===== config.mk =====
export PLATFORM = sky130hd
export DESIGN_NAME = dma_ctrl_cfg_sequencer
export DESIGN_NICKNAME = d
export VERILOG_FILES = /design/src/rtl/dma_ctrl_pkg.sv /design/src/rtl/axil_wr_channel_join.sv /design/src/rtl/dma_ctrl_cfg_sequencer.sv
export SDC_FILE = /design/constraint.sdc
export NUM_CORES = 1
export LEC_CHECK = 0
export CAP_MARGIN = 0
export CORE_MARGIN = 1
export CORE_UTILIZATION = 50
export CTS_CLUSTER_DIAMETER = 40
export DETAILED_ROUTE_END_ITERATION = 10
export GPL_ROUTABILITY_DRIVEN = 0
export MAX_ROUTING_LAYER = met4
export PLACE_DENSITY = 0.87
export SKIP_CTS_REPAIR_TIMING = 1
export SYNTH_ARGS = -nofsm -noshare
export SYNTH_HDL_FRONTEND = slang
export SYNTH_HIERARCHICAL = 1
export SYNTH_SLANG_ARGS = --single-unit
export TNS_END_PERCENT = 50

===== constraint.sdc =====
create_clock -name ACLK -period 4.9 [get_ports ACLK]
set_input_delay 0.98 -clock ACLK [delete_from_list [all_inputs] [get_ports ACLK]]
set_output_delay 0.98 -clock ACLK [all_outputs]
set_load 0.005 [all_outputs]

===== src/rtl/dma_ctrl_pkg.sv =====
// Shared encodings for the DMA control configuration sequencer.
// State, response and error-code constants live here.
package dma_ctrl_pkg;

    typedef enum logic [2:0] {
        ST_IDLE,
        ST_WR,
        ST_WRESP,
        ST_RADDR,
        ST_RDATA,
        ST_DONE
    } state_t;

    localparam logic [1:0] RESP_OKAY = 2'b00;

    localparam logic [1:0] ERR_NONE  = 2'd0;
    localparam logic [1:0] ERR_BRESP = 2'd1;
    localparam logic [1:0] ERR_RRESP = 2'd2;
    localparam logic [1:0] ERR_DATA  = 2'd3;

    localparam int REG_STRIDE = 4;

endpackage


===== src/rtl/axil_wr_channel_join.sv =====
// Joins the AXI4-Lite AW and W channels: each handshake is remembered
// independently so either channel may finish first.
module axil_wr_channel_join (
    input  logic clk,
    input  logic rst_n,
    input  logic clr,
    input  logic aw_valid,
    input  logic aw_ready,
    input  logic w_valid,
    input  logic w_ready,
    output logic aw_done,
    output logic w_done,
    output logic both_done
);

    always_ff @(posedge clk or negedge rst_n) begin
        if (!rst_n) begin
            aw_done <= 1'b0;
            w_done  <= 1'b0;
        end else if (clr) begin
            aw_done <= 1'b0;
            w_done  <= 1'b0;
        end else begin
            if (aw_valid && aw_ready) aw_done <= 1'b1;
            if (w_valid && w_ready)   w_done  <= 1'b1;
        end
    end

    assign both_done = aw_done & w_done;

endmodule


===== src/rtl/dma_ctrl_cfg_sequencer.sv =====
// AXI4-Lite master that writes (and optionally reads back) a bank of
// configuration registers on a single start pulse.
module dma_ctrl_cfg_sequencer
    import dma_ctrl_pkg::*;
#(
    parameter int C_M_AXI_ADDR_WIDTH = 32,
    parameter int C_M_AXI_DATA_WIDTH = 32,
    parameter int C_NUM_REGS = 4,
    parameter logic [C_M_AXI_ADDR_WIDTH-1:0] C_BASE_ADDR = '0,
    parameter int C_IDX_W = 4
) (
    input  logic                               ACLK,
    input  logic                               ARESETN,
    input  logic                               start,
    input  logic                               verify_en,
    input  logic [C_NUM_REGS*C_M_AXI_DATA_WIDTH-1:0] cfg_data,
    output logic                               busy,
    output logic                               done,
    output logic                               error,
    output logic [1:0]                         err_code,
    output logic [C_IDX_W-1:0]                 err_index,
    output logic [C_M_AXI_ADDR_WIDTH-1:0]      M_AXI_AWADDR,
    output logic [2:0]                         M_AXI_AWPROT,
    output logic                               M_AXI_AWVALID,
    input  logic                               M_AXI_AWREADY,
    output logic [C_M_AXI_DATA_WIDTH-1:0]      M_AXI_WDATA,
    output logic [3:0]                         M_AXI_WSTRB,
    output logic                               M_AXI_WVALID,
    input  logic                               M_AXI_WREADY,
    input  logic [1:0]                         M_AXI_BRESP,
    input  logic                               M_AXI_BVALID,
    output logic                               M_AXI_BREADY,
    output logic [C_M_AXI_ADDR_WIDTH-1:0]      M_AXI_ARADDR,
    output logic [2:0]                         M_AXI_ARPROT,
    output logic                               M_AXI_ARVALID,
    input  logic                               M_AXI_ARREADY,
    input  logic [C_M_AXI_DATA_WIDTH-1:0]      M_AXI_RDATA,
    input  logic [1:0]                         M_AXI_RRESP,
    input  logic                               M_AXI_RVALID,
    output logic                               M_AXI_RREADY
);

    localparam int DW = C_M_AXI_DATA_WIDTH;
    localparam int AW = C_M_AXI_ADDR_WIDTH;
    localparam logic [C_IDX_W-1:0] LAST_IDX = C_IDX_W'(C_NUM_REGS - 1);

    state_t state, state_nxt;

    logic [C_IDX_W-1:0]       idx;
    logic [C_NUM_REGS*DW-1:0] shadow;
    logic                     verify;
    logic [DW-1:0]            cur_data;
    logic [AW-1:0]            cur_addr;
    logic                     last;
    logic                     aw_done, w_done, both_done;
    logic                     in_wr;
    logic                     accept, advance, err_set;
    logic [1:0]               err_nxt;

    always_comb begin
        cur_data = '0;
        for (int i = 0; i < C_NUM_REGS; i++) begin
            if (idx == C_IDX_W'(i)) cur_data = shadow[i*DW +: DW];
        end
    end

    assign cur_addr = C_BASE_ADDR + AW'(REG_STRIDE) * AW'(idx);
    assign last     = (idx == LAST_IDX);
    assign in_wr    = (state == ST_WR);

    axil_wr_channel_join u_join (
        .clk       (ACLK),
        .rst_n     (ARESETN),
        .clr       (in_wr && both_done),
        .aw_valid  (M_AXI_AWVALID),
        .aw_ready  (M_AXI_AWREADY),
        .w_valid   (M_AXI_WVALID),
        .w_ready   (M_AXI_WREADY),
        .aw_done   (aw_done),
        .w_done    (w_done),
        .both_done (both_done)
    );

    always_ff @(posedge ACLK or negedge ARESETN) begin
        if (!ARESETN) state <= ST_IDLE;
        else          state <= state_nxt;
    end

    always_comb begin
        state_nxt = state;
        accept    = 1'b0;
        advance   = 1'b0;
        err_set   = 1'b0;
        err_nxt   = ERR_NONE;
        unique case (state)
            ST_IDLE: begin
                if (start) begin
                    accept    = 1'b1;
                    state_nxt = ST_WR;
                end
            end
            ST_WR: begin
                if (both_done) state_nxt = ST_WRESP;
            end
            ST_WRESP: begin
                if (M_AXI_BVALID) begin
                    if (M_AXI_BRESP != RESP_OKAY) begin
                        err_set   = 1'b1;
                        err_nxt   = ERR_BRESP;
                        state_nxt = ST_DONE;
                    end else if (verify) begin
                        state_nxt = ST_RADDR;
                    end else if (last) begin
                        state_nxt = ST_DONE;
                    end else begin
                        advance   = 1'b1;
                        state_nxt = ST_WR;
                    end
                end
            end
            ST_RADDR: begin
                if (M_AXI_ARREADY) state_nxt = ST_RDATA;
            end
            ST_RDATA: begin
                if (M_AXI_RVALID) begin
                    if (M_AXI_RRESP != RESP_OKAY) begin
                        err_set   = 1'b1;
                        err_nxt   = ERR_RRESP;
                        state_nxt = ST_DONE;
                    end else if (M_AXI_RDATA != cur_data) begin
                        err_set   = 1'b1;
                        err_nxt   = ERR_DATA;
                        state_nxt = ST_DONE;
                    end else if (last) begin
                        state_nxt = ST_DONE;
                    end else begin
                        advance   = 1'b1;
                        state_nxt = ST_WR;
                    end
                end
            end
            ST_DONE: state_nxt = ST_IDLE;
            default: state_nxt = ST_IDLE;
        endcase
    end

    always_ff @(posedge ACLK or negedge ARESETN) begin
        if (!ARESETN) begin
            idx       <= '0;
            shadow    <= '0;
            verify    <= 1'b0;
            error     <= 1'b0;
            err_code  <= ERR_NONE;
            err_index <= '0;
        end else begin
            if (accept) begin
                shadow    <= cfg_data;
                verify    <= verify_en;
                idx       <= '0;
                error     <= 1'b0;
                err_code  <= ERR_NONE;
                err_index <= '0;
            end
            if (advance) idx <= idx + 1'b1;
            if (err_set) begin
                error     <= 1'b1;
                err_code  <= err_nxt;
                err_index <= idx;
            end
        end
    end

    // VALIDs decode straight from state so an async reset drops them at once
    assign M_AXI_AWVALID = in_wr & ~aw_done;
    assign M_AXI_WVALID  = in_wr & ~w_done;
    assign M_AXI_AWADDR  = in_wr ? cur_addr : '0;
    assign M_AXI_WDATA   = in_wr ? cur_data : '0;
    assign M_AXI_BREADY  = (state == ST_WRESP);
    assign M_AXI_ARVALID = (state == ST_RADDR);
    assign M_AXI_ARADDR  = M_AXI_ARVALID ? cur_addr : '0;
    assign M_AXI_RREADY  = (state == ST_RDATA);
    assign M_AXI_AWPROT  = 3'b000;
    assign M_AXI_ARPROT  = 3'b000;
    assign M_AXI_WSTRB   = 4'hF;
    assign busy          = (state != ST_IDLE);
    assign done          = (state == ST_DONE);

endmodule


# == Word-level counts from Yosys, hierarchy flattened ==
# Cells that the tools add are included.
# totals
elab_cells,93
out_inout_bits,120
ff_bits,145
input_bits,173
# classes
addsub,1
muxes,51
eq_ne,14
n_reduce_logical,13
bitwise,5
# ops
op,count
32-bit 2-to-1 mux,5
32-bit inequality test,1
3-bit 2-to-1 mux,10
1-bit 2-to-1 mux,22
3-bit one-hot mux with 5 select lines,1
4-bit 2-to-1 mux,3
6-bit 2-to-1 mux,2
2-bit nonzero test,6
2-bit 2-to-1 mux,5
4-bit by 2-bit equality test with 1-bit output (second input constant),2
2-bit inequality test (second input constant),4
3-bit by 2-bit equality test with 1-bit output (second input constant),2
3-bit equality test (second input constant),2
5-bit AND reduction,1
4-bit by 1-bit adder with 4-bit output (second input constant),1
4-bit by 1-bit equality test with 1-bit output (second input constant),1
4-bit zero test,1
1-bit one-hot mux with 2 select lines,2
2-bit one-hot mux with 2 select lines,1
1-bit bitwise AND,3
3-bit by 1-bit equality test with 1-bit output (second input constant),1
1-bit logical AND,3
3-bit zero test,1
3-bit nonzero test,1
other kinds (2),3

# == Longest topological paths before layout ==
# Gate-level depths: netlist (run 1).
# logic_depth
ltp_word,11
ltp_mapped,14
ltp_nobuf,11

# == Modules after synthesis ==
# The synthesis (run 1) kept the hierarchy.
# modules_own_cells
mod,area_per_inst_um2,instances,cells_each
dma_ctrl_cfg_sequencer,8664.6,1,1102
axil_wr_channel_join,73.8,1,7

# == Worst setup path after synthesis (run 1) ==
# Ideal clock, no wire load.
# synth_timing
path_kind,input port to flip-flop
start,input port M_AXI_RDATA[10]
end,register idx[1]
t_arrival_ns,3.150
path_buffers,0
setup_ns,0.128
t_required_ns,4.772
setup_slack_ns,1.623
cell_stages,9
cell_sequence,or4_1 > nor3_1 > o2bb2ai_1 > or4_1 > nor4_2 > nand4_2 > nor3_4 > o21ai_1 > mux2_1
# synth_between
elab_chain_cells,6
# synth_lines
item,line_no,text
from (decl),dma_ctrl_cfg_sequencer.sv:37,"input logic [C_M_AXI_DATA_WIDTH-1:0] M_AXI_RDATA,"
32-bit inequality test *,dma_ctrl_cfg_sequencer.sv:130,end else if (M_AXI_RDATA != cur_data) begin
1-bit 2-to-1 mux *,dma_ctrl_cfg_sequencer.sv:130,
1-bit 2-to-1 mux *,dma_ctrl_cfg_sequencer.sv:126,if (M_AXI_RRESP != RESP_OKAY) begin
1-bit 2-to-1 mux *,dma_ctrl_cfg_sequencer.sv:125,if (M_AXI_RVALID) begin
1-bit one-hot mux with 2 select lines *,dma_ctrl_cfg_sequencer.sv:95,unique case (state)
4-bit 2-to-1 mux / 2-bit nonzero test (equally long branches),-,
to (signal assigned),dma_ctrl_cfg_sequencer.sv:164,if (advance) idx <= idx + 1'b1;
to (decl),dma_ctrl_cfg_sequencer.sv:49,logic [C_IDX_W-1:0] idx;
# Mark *: on every way between the ends. The rest lies on a longest branch, timed or not.
# A chain may end at the register's enable or synchronous reset.

# == Worst setup path after layout (run 1) ==
# layout_timing
start,register idx[0]
end,output port M_AXI_WDATA[30]
# layout_between
elab_chain_cells,6
# layout_lines
item,line_no,text
4-bit zero test,dma_ctrl_cfg_sequencer.sv:63,if (idx == C_IDX_W'(i)) cur_data = shadow[i*DW +: DW];
32-bit 2-to-1 mux (3 in a row),dma_ctrl_cfg_sequencer.sv:63,
32-bit 2-to-1 mux *,dma_ctrl_cfg_sequencer.sv:63,
32-bit 2-to-1 mux *,dma_ctrl_cfg_sequencer.sv:177,assign M_AXI_WDATA = in_wr ? cur_data : '0;
to (decl),dma_ctrl_cfg_sequencer.sv:26,"output logic [C_M_AXI_DATA_WIDTH-1:0] M_AXI_WDATA,"
# Marks and branches as above.

==> results of run 1 <==
kinds of logic after synthesis:
logic type,Yosys count,share of synthesized area (%)
other,2,0.08594
adders and majority gates,4,0.5728
xor gates and xnor gates,16,1.604
muxes,14,1.661
DFF,145,41.52
AOI/OAI and AO/OA,182,14.48
and+or+nand+nor,584,29.87
buffers and inverters,162,10.21
stage by stage:
step / hold WS [ns] / std cells / worst slack (ns) / total power, uW
floorplan: 0.4457 / 1173 / 1.623 / 3847
detailed placement: 0.4625 / 1502 / 0.8182 / 4945
finish: 0.4792 / 1534 / 0.4391 / 6326
CTS: 0.4779 / 1534 / 0.4006 / 6263
global placement: 0.4604 / 1502 / 0.9036 / 4856
global route: 0.4939 / 1534 / 0.3062 / 6691
final cells by class:
type,instances,area [sq um]
well taps,220,275.3
clock inverters,14,153.9
flip-flops and latches,145,3628
multi-input cells,866,4471
repair buffers,241,2389
fillers,1345,5360
inverters,30,112.6
clock buffers,18,429.2
worst max-delay path, delay by kind of cell (launching register included):
family	cells	cell delay, ns
buf+inv	2	0.79
flops	1	0.45
simple gates	1	0.29
compound gates	2	0.77
fa+ha+maj	1	0.74
layout by cell type, fill, tap and decap left out, drive strengths merged, types with 4 or more instances in the layout:
cell type / netlist / routed
a21oi: 45 / 45
o22ai: 5 / 5
a221oi: 18 / 18
nor3: 27 / 27
mux2i: 10 / 10
ha: 4 / 4
o21ai: 40 / 40
a31oi: 6 / 6
xor2: 8 / 8
nand2b: 8 / 8
nor2b: 29 / 29
dfrtp: 145 / 145
clkdlybuf4s50: 0 / 225
and2: 8 / 8
a22o: 5 / 5
and3: 7 / 7
a211oi: 8 / 8
mux2: 4 / 4
nand3b: 15 / 15
clkinv: 0 / 4
conb: 2 / 66
inv: 30 / 36
a22oi: 5 / 5
xnor2: 8 / 8
o221ai: 4 / 4
or3: 12 / 12
or4: 4 / 4
a221o: 4 / 4
clkbuf: 48 / 18
nand4: 7 / 7
buf: 84 / 16
nor2: 50 / 50
nor4: 13 / 13
nand3: 10 / 10
nand2: 386 / 386
sequential cells by signal, summed over array words and instances, names as in the netlist:
name,cells
shadow,128
err_code,2
u_join/aw_done,1
verify,1
u_join/w_done,1
error,1
err_index,4
state,3
idx,4
power groups by stage:
stage / registers [uW] / logic (uW) / clock network, uW
global placement: 2170 / 2680 / 0
finish: 2190 / 2820 / 1310
floorplan: 2000 / 1840 / 0
global route: 2240 / 3090 / 1360
CTS: 2180 / 2780 / 1310
detailed placement: 2190 / 2760 / 0
worst min path at each step:
stage                      startpoint                      to  slack [ns]  depth (start not counted)
2_1_floorplan  shadow[83]$_DFFE_PN0P_  shadow[83]$_DFFE_PN0P_        0.45                          2
3_3_place_gp   shadow[56]$_DFFE_PN0P_  shadow[56]$_DFFE_PN0P_        0.46                          2
3_5_place_dp   shadow[28]$_DFFE_PN0P_  shadow[28]$_DFFE_PN0P_        0.46                          2
4_1_cts        shadow[28]$_DFFE_PN0P_  shadow[28]$_DFFE_PN0P_        0.48                          2
5_1_grt        shadow[36]$_DFFE_PN0P_  shadow[36]$_DFFE_PN0P_        0.49                          2
6_report       shadow[28]$_DFFE_PN0P_  shadow[28]$_DFFE_PN0P_        0.48                          2
metal layers:
metal	wire length (um)	share of wire (%)	vias to the layer above	track usage (%)
met5	0	0	-	-
met4	1041	3.6	0	13.23
met3	3280	11	89	7.559
met2	13770	47	641	53.28
met1	11040	38	4129	42.00
li1	-	-	3987	-
==> results.sh, run 1 <==
export IMPL_outcome="finished clean"
export IMPL_clock_sinks=145
export IMPL_fin_worst_skew_ns=0.005536
export IMPL_hp_class="reg -> reg"
export IMPL_tns_ns=0
export IMPL_drtIter0Drc=1094
export IMPL_start_kind="flip-flop"
export IMPL_clk_pin_slew_ns=0.06
export IMPL_worstMarginPinSlew_ns=1.075
export IMPL_yosys_warnings=6
export IMPL_synthFlopType="dfrtp_1"
export IMPL_critPathMaxFanout=40
export IMPL_grt_use_total_pct=33.69
export IMPL_die_y_um=134.2
export IMPL_final_area_sq_um=11460
export IMPL_fp_row_count=47
export IMPL_synth_top_area_share_pct=41.52
export IMPL_finalHoldViolCount=0
export IMPL_viasPerCell=5.767
export IMPL_dieArea_sq_um=18010
export IMPL_max_cap_violations=0
export IMPL_utilization_pct=68.13
export IMPL_route_detailed_drc=0
export IMPL_core_area_sq_um=16820
export IMPL_endpoint="M_AXI_WDATA[30]"
export IMPL_synth_area_per_cell_sq_um=7.880
export IMPL_grt_ovfl_total=0
export IMPL_cts_buffers=17
export IMPL_synth_edf_count=0
export IMPL_post_drt_wl_per_cell_um=18.99
export IMPL_numPortBuffers=226
export IMPL_synth_area_leader_cell="dfrtp_1"
export IMPL_worst_setup_path_end_kind="output port"
export IMPL_yosysMostFrequentCell="nand2_1"
export IMPL_drt_antenna_violating_nets=0
export IMPL_synth_seq_cells=145
export IMPL_relSlewSlack_pct=28.36
export IMPL_pin_count=293
export IMPL_async_flop_share_pct=100.0
export IMPL_p_switching_uw=2627
export IMPL_ys_top_cells_by_count="nand2_1, dfrtp_1, buf_4"
export IMPL_finalCritPeriodShare_pct=91.04
export IMPL_peakVddDrop_mv=0.4843
export IMPL_fin_crit_ns=4.461
export IMPL_crit_chain="inv_1 -> ha_2 -> or2_1 -> a221oi_1 -> a2111oi_0 -> clkdlybuf4s50_1"
export IMPL_p_leak_uw=0.005331
export IMPL_setup_violations=0
export IMPL_arrival_ns=3.48
export IMPL_antenna_cells=0
export IMPL_ys_seq_area_share_pct=41.52
export IMPL_reg2reg_from="idx[0]$_DFFE_PN0P_"
export IMPL_initial_core_util_pct=51.96
export IMPL_grt_pass1_vias=8353
export IMPL_r2r_slack_ns=0.81
export IMPL_root_buffer="clkbuf_16"
export IMPL_grt_pass1_wl_mm=44.52
export IMPL_p_per_area_nw_per_um2=552.1
export IMPL_cts_buffer_depth=2
export IMPL_grt_start_max_net_pins=118
export IMPL_drive_above_1_share_pct=5.099
export IMPL_synthesis_area_sq_um=8738
export IMPL_crit_start="idx[0]$_DFFE_PN0P_"
export IMPL_seqPwrFrac_pct=34.7
export IMPL_rsz0062_at_grt="no"
export IMPL_ys_types=76
export IMPL_syn_inst=1109
export IMPL_reg2regPathDepth=12
export IMPL_fin_nets=1478
export IMPL_synthTopCellsByArea="dfrtp_1, nand2_1, buf_4, a21oi_1, nor2_1"
export IMPL_die_w_um=134.2
export IMPL_cts_tree="yes"
export IMPL_rr_endpoint="idx[1]$_DFFE_PN0P_"
export IMPL_switching_share_pct=41.53
export IMPL_h_tree_depth=4
export IMPL_final_max_slew_violation_count=0
export IMPL_antenna_found_initial=0
export IMPL_area_growth_pct=31.13
export IMPL_p_clk_share_pct=20.7
export IMPL_dr_pass1_iters=8
export IMPL_num_vias=8846
export IMPL_p_int_uw=3699
export IMPL_pwr_share_comb_pct=44.6
export IMPL_worstSetupPathType="reg -> out"
export IMPL_slowest_stage="ha_2"
export IMPL_max_stage_delay_ns=0.74
export IMPL_clock_latency_ns=0.43
export IMPL_crit_required_ns=3.92
export IMPL_drt_wl_total_mm=29.13
export IMPL_place_hpwl_mm=21.76
export IMPL_fmax_ghz=0.2242
export IMPL_placed_area_sq_um=10880
Note: power is estimated with default switching activity, not from simulation.
==> run 2: changes to the inputs <==
Settings changed: SETUP_SLACK_MARGIN from default to 0.1.
==> results of run 2 <==
The final DEF is identical to that of run 1; final timing and power are the same.
